==> src/rtl/spi_pkg.sv <==
// Shared types and default timing for the 16-bit SPI master.
package spi_pkg;

   localparam int SPI_WORD_W   = 16;
   localparam int CLK_DIV_DEF  = 4;
   localparam int CS_SETUP_DEF = 2;
   localparam int CS_HOLD_DEF  = 2;
   localparam int CS_GAP_DEF   = 4;
   localparam int CNT_W        = 8;

   typedef enum logic [2:0] {
      ST_IDLE,
      ST_SETUP,
      ST_SHIFT,
      ST_HOLD,
      ST_GAP
   } spi_state_e;

endpackage

==> src/rtl/spi_master16_sync2.sv <==
// Two-flop synchronizer for bringing an asynchronous input into the clk domain.
module sync2 (
   input  logic clk,
   input  logic rst_n,
   input  logic d_i,
   output logic q_o
);

   logic meta_q;
   logic sync_q;

   always_ff @(posedge clk or negedge rst_n) begin
      if (!rst_n) begin
         meta_q <= 1'b0;
         sync_q <= 1'b0;
      end else begin
         meta_q <= d_i;
         sync_q <= meta_q;
      end
   end

   assign q_o = sync_q;

endmodule

==> src/rtl/spi_master16.sv <==
// Mode-0 SPI master moving one 16-bit word per start, MSB first.
// Define SPI_MASTER_LOOPBACK_EN to feed the rx shifter from the internal mosi bit.
module spi_master16
   import spi_pkg::*;
#(
   parameter int CLK_DIV      = CLK_DIV_DEF,
   parameter int CS_SETUP_CYC = CS_SETUP_DEF,
   parameter int CS_HOLD_CYC  = CS_HOLD_DEF,
   parameter int CS_GAP_CYC   = CS_GAP_DEF
) (
   input  logic                  clk,
   input  logic                  rst_n,
   input  logic                  start,
   input  logic [SPI_WORD_W-1:0] tx_data,
   output logic                  busy,
   output logic                  done,
   output logic [SPI_WORD_W-1:0] rx_data,
   output logic                  cs_n,
   output logic                  sck,
   output logic                  mosi,
   input  logic                  miso
);

   localparam logic [CNT_W-1:0] DIV_LAST   = CNT_W'(CLK_DIV - 1);
   localparam logic [CNT_W-1:0] SETUP_LAST = CNT_W'(CS_SETUP_CYC - 1);
   localparam logic [CNT_W-1:0] HOLD_LAST  = CNT_W'(CS_HOLD_CYC - 1);
   localparam logic [CNT_W-1:0] GAP_LAST   = CNT_W'(CS_GAP_CYC - 1);

   spi_state_e            state_q;
   logic [CNT_W-1:0]      cnt_q;
   logic [4:0]            bit_q;
   logic [SPI_WORD_W-2:0] tx_sh_q;
   logic [SPI_WORD_W-1:0] rx_sh_q;
   logic [SPI_WORD_W-1:0] rx_data_q;
   logic                  cs_n_q, sck_q, mosi_q, busy_q, done_q;
   logic                  arm_q;
   logic                  miso_s;
   logic                  rx_in;

   sync2 u_miso_sync (
      .clk   (clk),
      .rst_n (rst_n),
      .d_i   (miso),
      .q_o   (miso_s)
   );

`ifdef SPI_MASTER_LOOPBACK_EN
   logic unused_miso_s;
   assign unused_miso_s = miso_s;
   assign rx_in         = mosi_q;
`else
   assign rx_in = miso_s;
`endif

   // arm_q keeps the first edge after reset release from accepting a start.
   always_ff @(posedge clk or negedge rst_n) begin
      if (!rst_n) begin
         state_q   <= ST_IDLE;
         cnt_q     <= '0;
         bit_q     <= '0;
         tx_sh_q   <= '0;
         rx_sh_q   <= '0;
         rx_data_q <= '0;
         cs_n_q    <= 1'b1;
         sck_q     <= 1'b0;
         mosi_q    <= 1'b0;
         busy_q    <= 1'b0;
         done_q    <= 1'b0;
         arm_q     <= 1'b0;
      end else begin
         arm_q  <= 1'b1;
         done_q <= 1'b0;
         case (state_q)
            ST_IDLE: begin
               if (start && arm_q) begin
                  tx_sh_q <= tx_data[SPI_WORD_W-2:0];
                  mosi_q  <= tx_data[SPI_WORD_W-1];
                  cs_n_q  <= 1'b0;
                  busy_q  <= 1'b1;
                  cnt_q   <= '0;
                  state_q <= ST_SETUP;
               end
            end
            ST_SETUP: begin
               if (cnt_q == SETUP_LAST) begin
                  cnt_q   <= '0;
                  bit_q   <= '0;
                  state_q <= ST_SHIFT;
               end else begin
                  cnt_q <= cnt_q + 8'd1;
               end
            end
            ST_SHIFT: begin
               if (cnt_q == DIV_LAST) begin
                  cnt_q <= '0;
                  sck_q <= ~sck_q;
                  if (!sck_q) begin
                     rx_sh_q <= {rx_sh_q[SPI_WORD_W-2:0], rx_in};
                  end else if (bit_q == 5'd15) begin
                     state_q <= ST_HOLD;
                  end else begin
                     // mosi only moves on the falling sck edge
                     bit_q   <= bit_q + 5'd1;
                     mosi_q  <= tx_sh_q[SPI_WORD_W-2];
                     tx_sh_q <= {tx_sh_q[SPI_WORD_W-3:0], 1'b0};
                  end
               end else begin
                  cnt_q <= cnt_q + 8'd1;
               end
            end
            ST_HOLD: begin
               if (cnt_q == HOLD_LAST) begin
                  cnt_q     <= '0;
                  cs_n_q    <= 1'b1;
                  rx_data_q <= rx_sh_q;
                  done_q    <= 1'b1;
                  state_q   <= ST_GAP;
               end else begin
                  cnt_q <= cnt_q + 8'd1;
               end
            end
            ST_GAP: begin
               if (cnt_q == GAP_LAST) begin
                  cnt_q   <= '0;
                  busy_q  <= 1'b0;
                  state_q <= ST_IDLE;
               end else begin
                  cnt_q <= cnt_q + 8'd1;
               end
            end
            default: state_q <= ST_IDLE;
         endcase
      end
   end

   assign busy    = busy_q;
   assign done    = done_q;
   assign rx_data = rx_data_q;
   assign cs_n    = cs_n_q;
   assign sck     = sck_q;
   assign mosi    = mosi_q;

endmodule

==> config.mk <==
export PLATFORM = sky130hd
export DESIGN_NAME = spi_master16
export DESIGN_NICKNAME = d
export VERILOG_FILES = /design/src/rtl/spi_pkg.sv /design/src/rtl/spi_master16_sync2.sv /design/src/rtl/spi_master16.sv
export SDC_FILE = /design/constraint.sdc
export NUM_CORES = 1
export LEC_CHECK = 0
export BUFFER_PORTS_ARGS = -buffer_cell sky130_fd_sc_hd__buf_2
export CORE_UTILIZATION = 31
export DETAILED_ROUTE_END_ITERATION = 6
export SKIP_LAST_GASP = 1
export SLEW_MARGIN = 20
export SYNTH_ARGS = -nofsm -noshare
export SYNTH_HDL_FRONTEND = slang
export SYNTH_SLANG_ARGS = --single-unit
==> constraint.sdc <==
create_clock -name clk -period 2.5 [get_ports clk]
set_input_delay 0.25 -clock clk [delete_from_list [all_inputs] [get_ports clk]]
set_output_delay 0.25 -clock clk [all_outputs]
set_load 0.05 [all_outputs]
=== Yosys cells after proc, flatten, opt, wreduce, memory -nomap -nowiden ===
Index checks and enable logic that the tools add are counted.

* Add/subtract/negate cells: 2
* Equal/unequal tests: 15
* Mux-type cells: 35
* Bitwise logic cells: 1
* Reductions and logical operators: 18

{| class="wikitable"
|+ Operators by type and width
! kind !! number
|-
| $mux W15 || 4
|-
| $pmux W15 S2 || 1
|-
| $mux W8 || 3
|-
| $pmux W8 S3 || 1
|-
| $mux W3 || 7
|-
| $mux W5 || 4
|-
| $ne A2 B2 Y1 const B || 8
|-
| $pmux W3 S5 || 1
|-
| $mux W1 || 10
|-
| $pmux W5 S2 || 1
|-
| $reduce_and A5 Y1 || 2
|-
| $reduce_and A3 Y1 || 3
|-
| $add A8 B1 Y8 const B || 1
|-
| $eq A8 B1 Y1 const B || 1
|-
| $eq A8 B2 Y1 const B || 1
|-
| $reduce_bool A2 Y1 || 4
|-
| $reduce_and A7 Y1 || 1
|-
| $eq A3 B2 Y1 const B || 2
|-
| $pmux W1 S2 || 3
|-
| $reduce_and A2 Y1 || 3
|-
| $add A5 B1 Y5 const B || 1
|-
| $eq A5 B4 Y1 const B || 1
|-
| $reduce_or A2 Y1 || 2
|-
| $eq A3 B1 Y1 const B || 1
|-
| other kinds (5) || 5
|}

* Register bits after elaboration: 71
* Input port bits: 20
* Output and inout port bits: 21
* Word-level logic and storage cells: 85

=== Logic depth before layout (Yosys ltp) ===
* Word-level depth: 5
* Mapped depth: 7
* Depth with buffers taken out: 7

=== Cells and area by module ===
A second synthesis with hierarchy kept.

* Cell total of the unflattened synthesis: 251
* Area total of the unflattened synthesis: 3233.1 µm²

{| class="wikitable"
|+ Modules (own cells, without submodules)
! module !! instances !! cells each !! area an instance (µm²) !! sequential area each (µm²)
|-
| spi_master16 || 1 || 249 || 3183.1 || 1727.9
|-
| sync2 || 1 || 2 || 50.0 || 50.0
|}

=== Worst setup path after synthesis ===
OpenSTA, ideal clock, no wires.

* Kind: reg2reg
* Start: register bit_q[0]
* End: register bit_q[0]
* Library setup time: 125 ps
* Arrival: 2009 ps
* Data required time: 2375 ps
* Setup slack: 366 ps
* Cell stages (with the launch flop): 8
* Buffers on the path: 0
* Path through: dfrtp_1 -> ha_1 -> and3_1 -> ha_1 -> nand3b_1 -> o22a_1 -> or3_1 -> mux2_2

* Cells in the longest elaborated chain, start to end: 5
* Elaborated cells between the ends (all ways): 8
* Classes of those cells: add/sub (1); eq/ne (2); mux (4); reduce/logical (1)

{| class="wikitable"
|+ Ends and longest elaborated chain
! what !! line !! text
|-
| from (decl) || spi_master16.sv:31 || <nowiki>logic [4:0] bit_q;</nowiki>
|-
| from (signal assigned) || spi_master16.sv:103 || <nowiki>bit_q <= bit_q + 5'd1;</nowiki>
|-
| $add A5 B1 Y5 || spi_master16.sv:103 ||
|-
| $mux W5 || spi_master16.sv:99 || <nowiki>end else if (bit_q == 5'd15) begin</nowiki>
|-
| $mux W5 || spi_master16.sv:97 || <nowiki>if (!sck_q) begin</nowiki>
|-
| $mux W5 || spi_master16.sv:94 || <nowiki>if (cnt_q == DIV_LAST) begin</nowiki>
|-
| $pmux W5 S2 || spi_master16.sv:73 || <nowiki>case (state_q)</nowiki>
|}

Several ways; a longest one is shown, not always the timed one. The select of a mux whose other input is x is not followed.
A chain may end at the register's enable or synchronous reset.

=== Worst setup path in the final report ===
Ends and elaborated chain as after synthesis.

==> impl_metrics.py <==
metrics = {
    "synth": {
        "synthTopCellsByArea": "dfrtp_1 54%, mux2_2 22%, nand2_1 2.4%",
        "synth_simple_gate_area_frac": 0.1080,
        "synth-edff-count": 0,
        "synth_fp_nets": 275,
        "synth-xor-area-share": 0.005418,
        "synth_fa_ha_area_frac": 0.01548,
        "netlist_area_mm2": 0.003233,
        "synth_top_cell_area_share": 0.5418,
        "yosysSeqAreaShare": 0.5499,
        "synth_compound_area_frac": 0.06463,
        "synth_largest_area_cell": "dfrtp_1",
        "ys.flop_type": "dfrtp_1",
        "synth_seq_cells": 71,
        "synth_mux_area_frac": 0.2322,
        "synth_top_family_by_area": "multiplexers",
        "async_reset_ff_frac": 1.000,
        "avgSynthCellArea_um2": 12.88,
        "ys_warn_count": 0,
        "yosysUniqueCellTypes": 46,
        "syn_inst": 251,
    },
    "run": {
        "drv_cap": 0,
    },
    "clock_network": {
        "clk-insertion-delay-late_ns": 0.35,
        "root_buffer": "clkbuf_8",
        "cts_max_level": 3,
        "numCtsBuffers": 9,
        "cts_resized": 0,
        "clock_path_buffers": 2,
        "cts.sinks": 71,
        "cts_tree": "done",
        "clkTransAtPathRegs_ns": 0.08,
    },
    "drt": {
        "vias": 2114,
        "drt_iter0_drc": 87,
        "ant_nets": 0,
        "drtPass1Iterations": 4,
        "drc_errors": 0,
        "routed_wl_um": 6058,
        "wl_per_cell_um": 13.83,
        "vias_per_cell": 4.826,
    },
    "placement": {
        "gp_congestion": 0.7294,
        "port_buffers": 40,
        "dp_hpwl_um": 3937,
    },
    "finish": {
        "fin_nets": 324,
        "diodes": 0,
        "drive_above_1_share": 0.4393,
        "area_growth_pct": 17.80,
    },
    "die": {
        "coreArea_mm2": 0.009955,
        "ios": 41,
        "die_area_mm2": 0.01084,
        "row_count": 36,
        "fp.dieW_um": 104.1,
        "die_h_um": 104.1,
        "start_util": 0.3248,
    },
    "sta": {
        "period_share": 0.8900,
        "rsz0062_at_grt": "false",
        "slew_violations": 0,
        "period_needed_ns": 2.225,
        "setup_viol": 0,
        "tightestPinTransition_ns": 0.9008,
        "fmax_ghz": 0.4495,
        "finalClockSkew_ns": 0.01509,
        "slew_headroom": 0.3995,
        "hold_viol": 0,
        "tns_ns": 0,
    },
    "global_routing": {
        "grt_start_max_net_pins": 72,
        "grt_usage": 0.1210,
        "grt_pass1_vias": 2187,
        "antenna_found_initial": 0,
        "grt_overflow": 0,
        "grt_first_pass_wirelength_um": 10450,
    },
    "critical_path": {
        "timing.rr.start": "bit_q[0]$_DFFE_PN0P_",
        "crit_type": "reg2reg",
        "crit_arrival_ns": 2.46,
        "rrSetupSlack_ns": 0.28,
        "critPathLaunch": "bit_q[0]$_DFFE_PN0P_",
        "cp_max_fo": 4,
        "crit_required_ns": 2.73,
        "regToRegEndpoint": "bit_q[0]$_DFFE_PN0P_",
        "rr_worst_depth": 7,
        "crit_path_end_kind": "flip-flop",
        "startpoint_type": "flip-flop",
    },
    "power": {
        "power_uw": 3771,
        "powerDensity_mw_per_mm2": 990.2,
        "vdd_drop_max_v": 0.0003906,
        "p_leak_uw": 0.001800,
    },
    "worst_hold_path": {
        "hold_class": "in2async",
    },
    "status": {
        "status": "finished, final reports clean",
    },
}
-- layout by cell type, fill, tap and decap left out, types with 2 or more instances in the layout --
| cell type | synthesis | final |
|---|---|---|
| a21oi_1 | 3 | 3 |
| and2_1 | 2 | 2 |
| buf_2 | 3 | 39 |
| buf_4 | 0 | 6 |
| clkbuf_8 | 0 | 11 |
| clkinvlp_4 | 0 | 3 |
| dfrtp_1 | 70 | 70 |
| ha_1 | 4 | 4 |
| inv_1 | 6 | 6 |
| mux2_2 | 63 | 63 |
| mux2i_1 | 3 | 3 |
| nand2_1 | 21 | 21 |
| nand2b_1 | 4 | 4 |
| nand3_1 | 6 | 6 |
| nand4_1 | 2 | 2 |
| nor2_1 | 10 | 10 |
| nor3_1 | 4 | 4 |
| o21a_1 | 5 | 5 |
| o21ai_0 | 6 | 6 |
| o221ai_1 | 4 | 4 |
| o31ai_1 | 2 | 2 |
| or3_1 | 2 | 2 |
| xor2_1 | 2 | 2 |
-- power breakdown --
part | switching, uW | leakage [uW] | internal [uW]
sequential | 217 | 0.000930 | 1400
clock | 456 | 0.0000882 | 419
combinational | 719 | 0.000782 | 555
-- logic make-up (layout without fill, tap and decap cells) --
logic type | after synthesis | after routing
flip-flops | 71 | 71
multiplexers | 67 | 67
AND/OR/NAND/NOR | 63 | 63
AO/OA/AOI/OAI | 28 | 28
buffers and inverters | 15 | 69
adder cells (fa/ha/maj) | 4 | 4
XOR/XNOR | 2 | 2
other | 1 | 1
-- critical path: stages (launching register included) --
cell	delay (ns)
dfrtp_1	0.41
ha_1	0.21
and3_1	0.18
ha_1	0.18
nand3b_1	0.22
o22a_1	0.26
or3_1	0.38
mux2_2	0.29
-- how the worst max path moves through the flow --
stage / slack [ns] / endpoint
2_1_floorplan: 0.37 / bit_q[0]$_DFFE_PN0P_
3_3_place_gp: 0.33 / bit_q[0]$_DFFE_PN0P_
3_5_place_dp: 0.28 / bit_q[0]$_DFFE_PN0P_
4_1_cts: 0.27 / bit_q[2]$_DFFE_PN0P_
5_1_grt: 0.06 / bit_q[2]$_DFFE_PN0P_
6_report: 0.28 / bit_q[0]$_DFFE_PN0P_
-- sequential cells by signal, indices dropped and copies added (netlist names) --
name and cells:
cnt_q 8, arm_q 1, state_q 3, rx_data 16
busy 1, mosi 1, tx_sh_q 15, u_miso_sync.q_o 1
done 1, rx_sh_q 16, cs_n 1, bit_q 5
u_miso_sync.meta_q 1, sck 1
-- cell usage after synthesis (all sizes together), types with 4 or more instances --
cell type	n
inv	6
o21ai	6
nand2b	4
mux2	64
o21a	5
o221ai	4
nand3	7
dfrtp	70
buf	6
nor3	5
ha	4
nor2	10
nand2	22
-- metal layers --
metal	global-route usage	part of all wire	vias up
li1	-	-	999
met1	0.1505	0.49	1071
met2	0.1957	0.46	37
met3	0.04198	0.040	7
met4	0.03980	0.0097	0
met5	0	0	-
-- area by class of cell --
cell class                 count  area, um2
clock inverter                 5      40.04
inverter                       6      22.52
tap                          133      166.4
fill                         961       6146
multi-input combinational    165       1380
sequential                    71       1778
timing repair buffer          47      270.3
clock buffer                  11      151.4
-- what timing repair did --
| action | 4_1_cts | 5_1_grt |
|---|---|---|
| hold buffers | 1 | 0 |
| setup buffers | 0 | 0 |
| hold endpoints to repair | 1 | 0 |
-- through the flow --
| step | util | cell area, um2 | hold slack [ns] | cells | setup WS [ns] |
|---|---|---|---|---|---|
| 3_3_place_gp | 0.3624 | 3607 | 0.3351 | 421 | 0.3339 |
| 6_report | 0.3826 | 3809 | 0.01295 | 438 | 0.2751 |
| 2_1_floorplan | - | 3233 | -0.04559 | 251 | 0.3662 |
| 3_5_place_dp | 0.3624 | 3607 | 0.3372 | 421 | 0.2816 |
| 4_1_cts | 0.3826 | 3809 | 0.06803 | 438 | 0.2655 |
| 5_1_grt | 0.3826 | 3809 | 0.1056 | 438 | 0.05838 |
No activity file was read; power rests on OpenSTA's default activity.
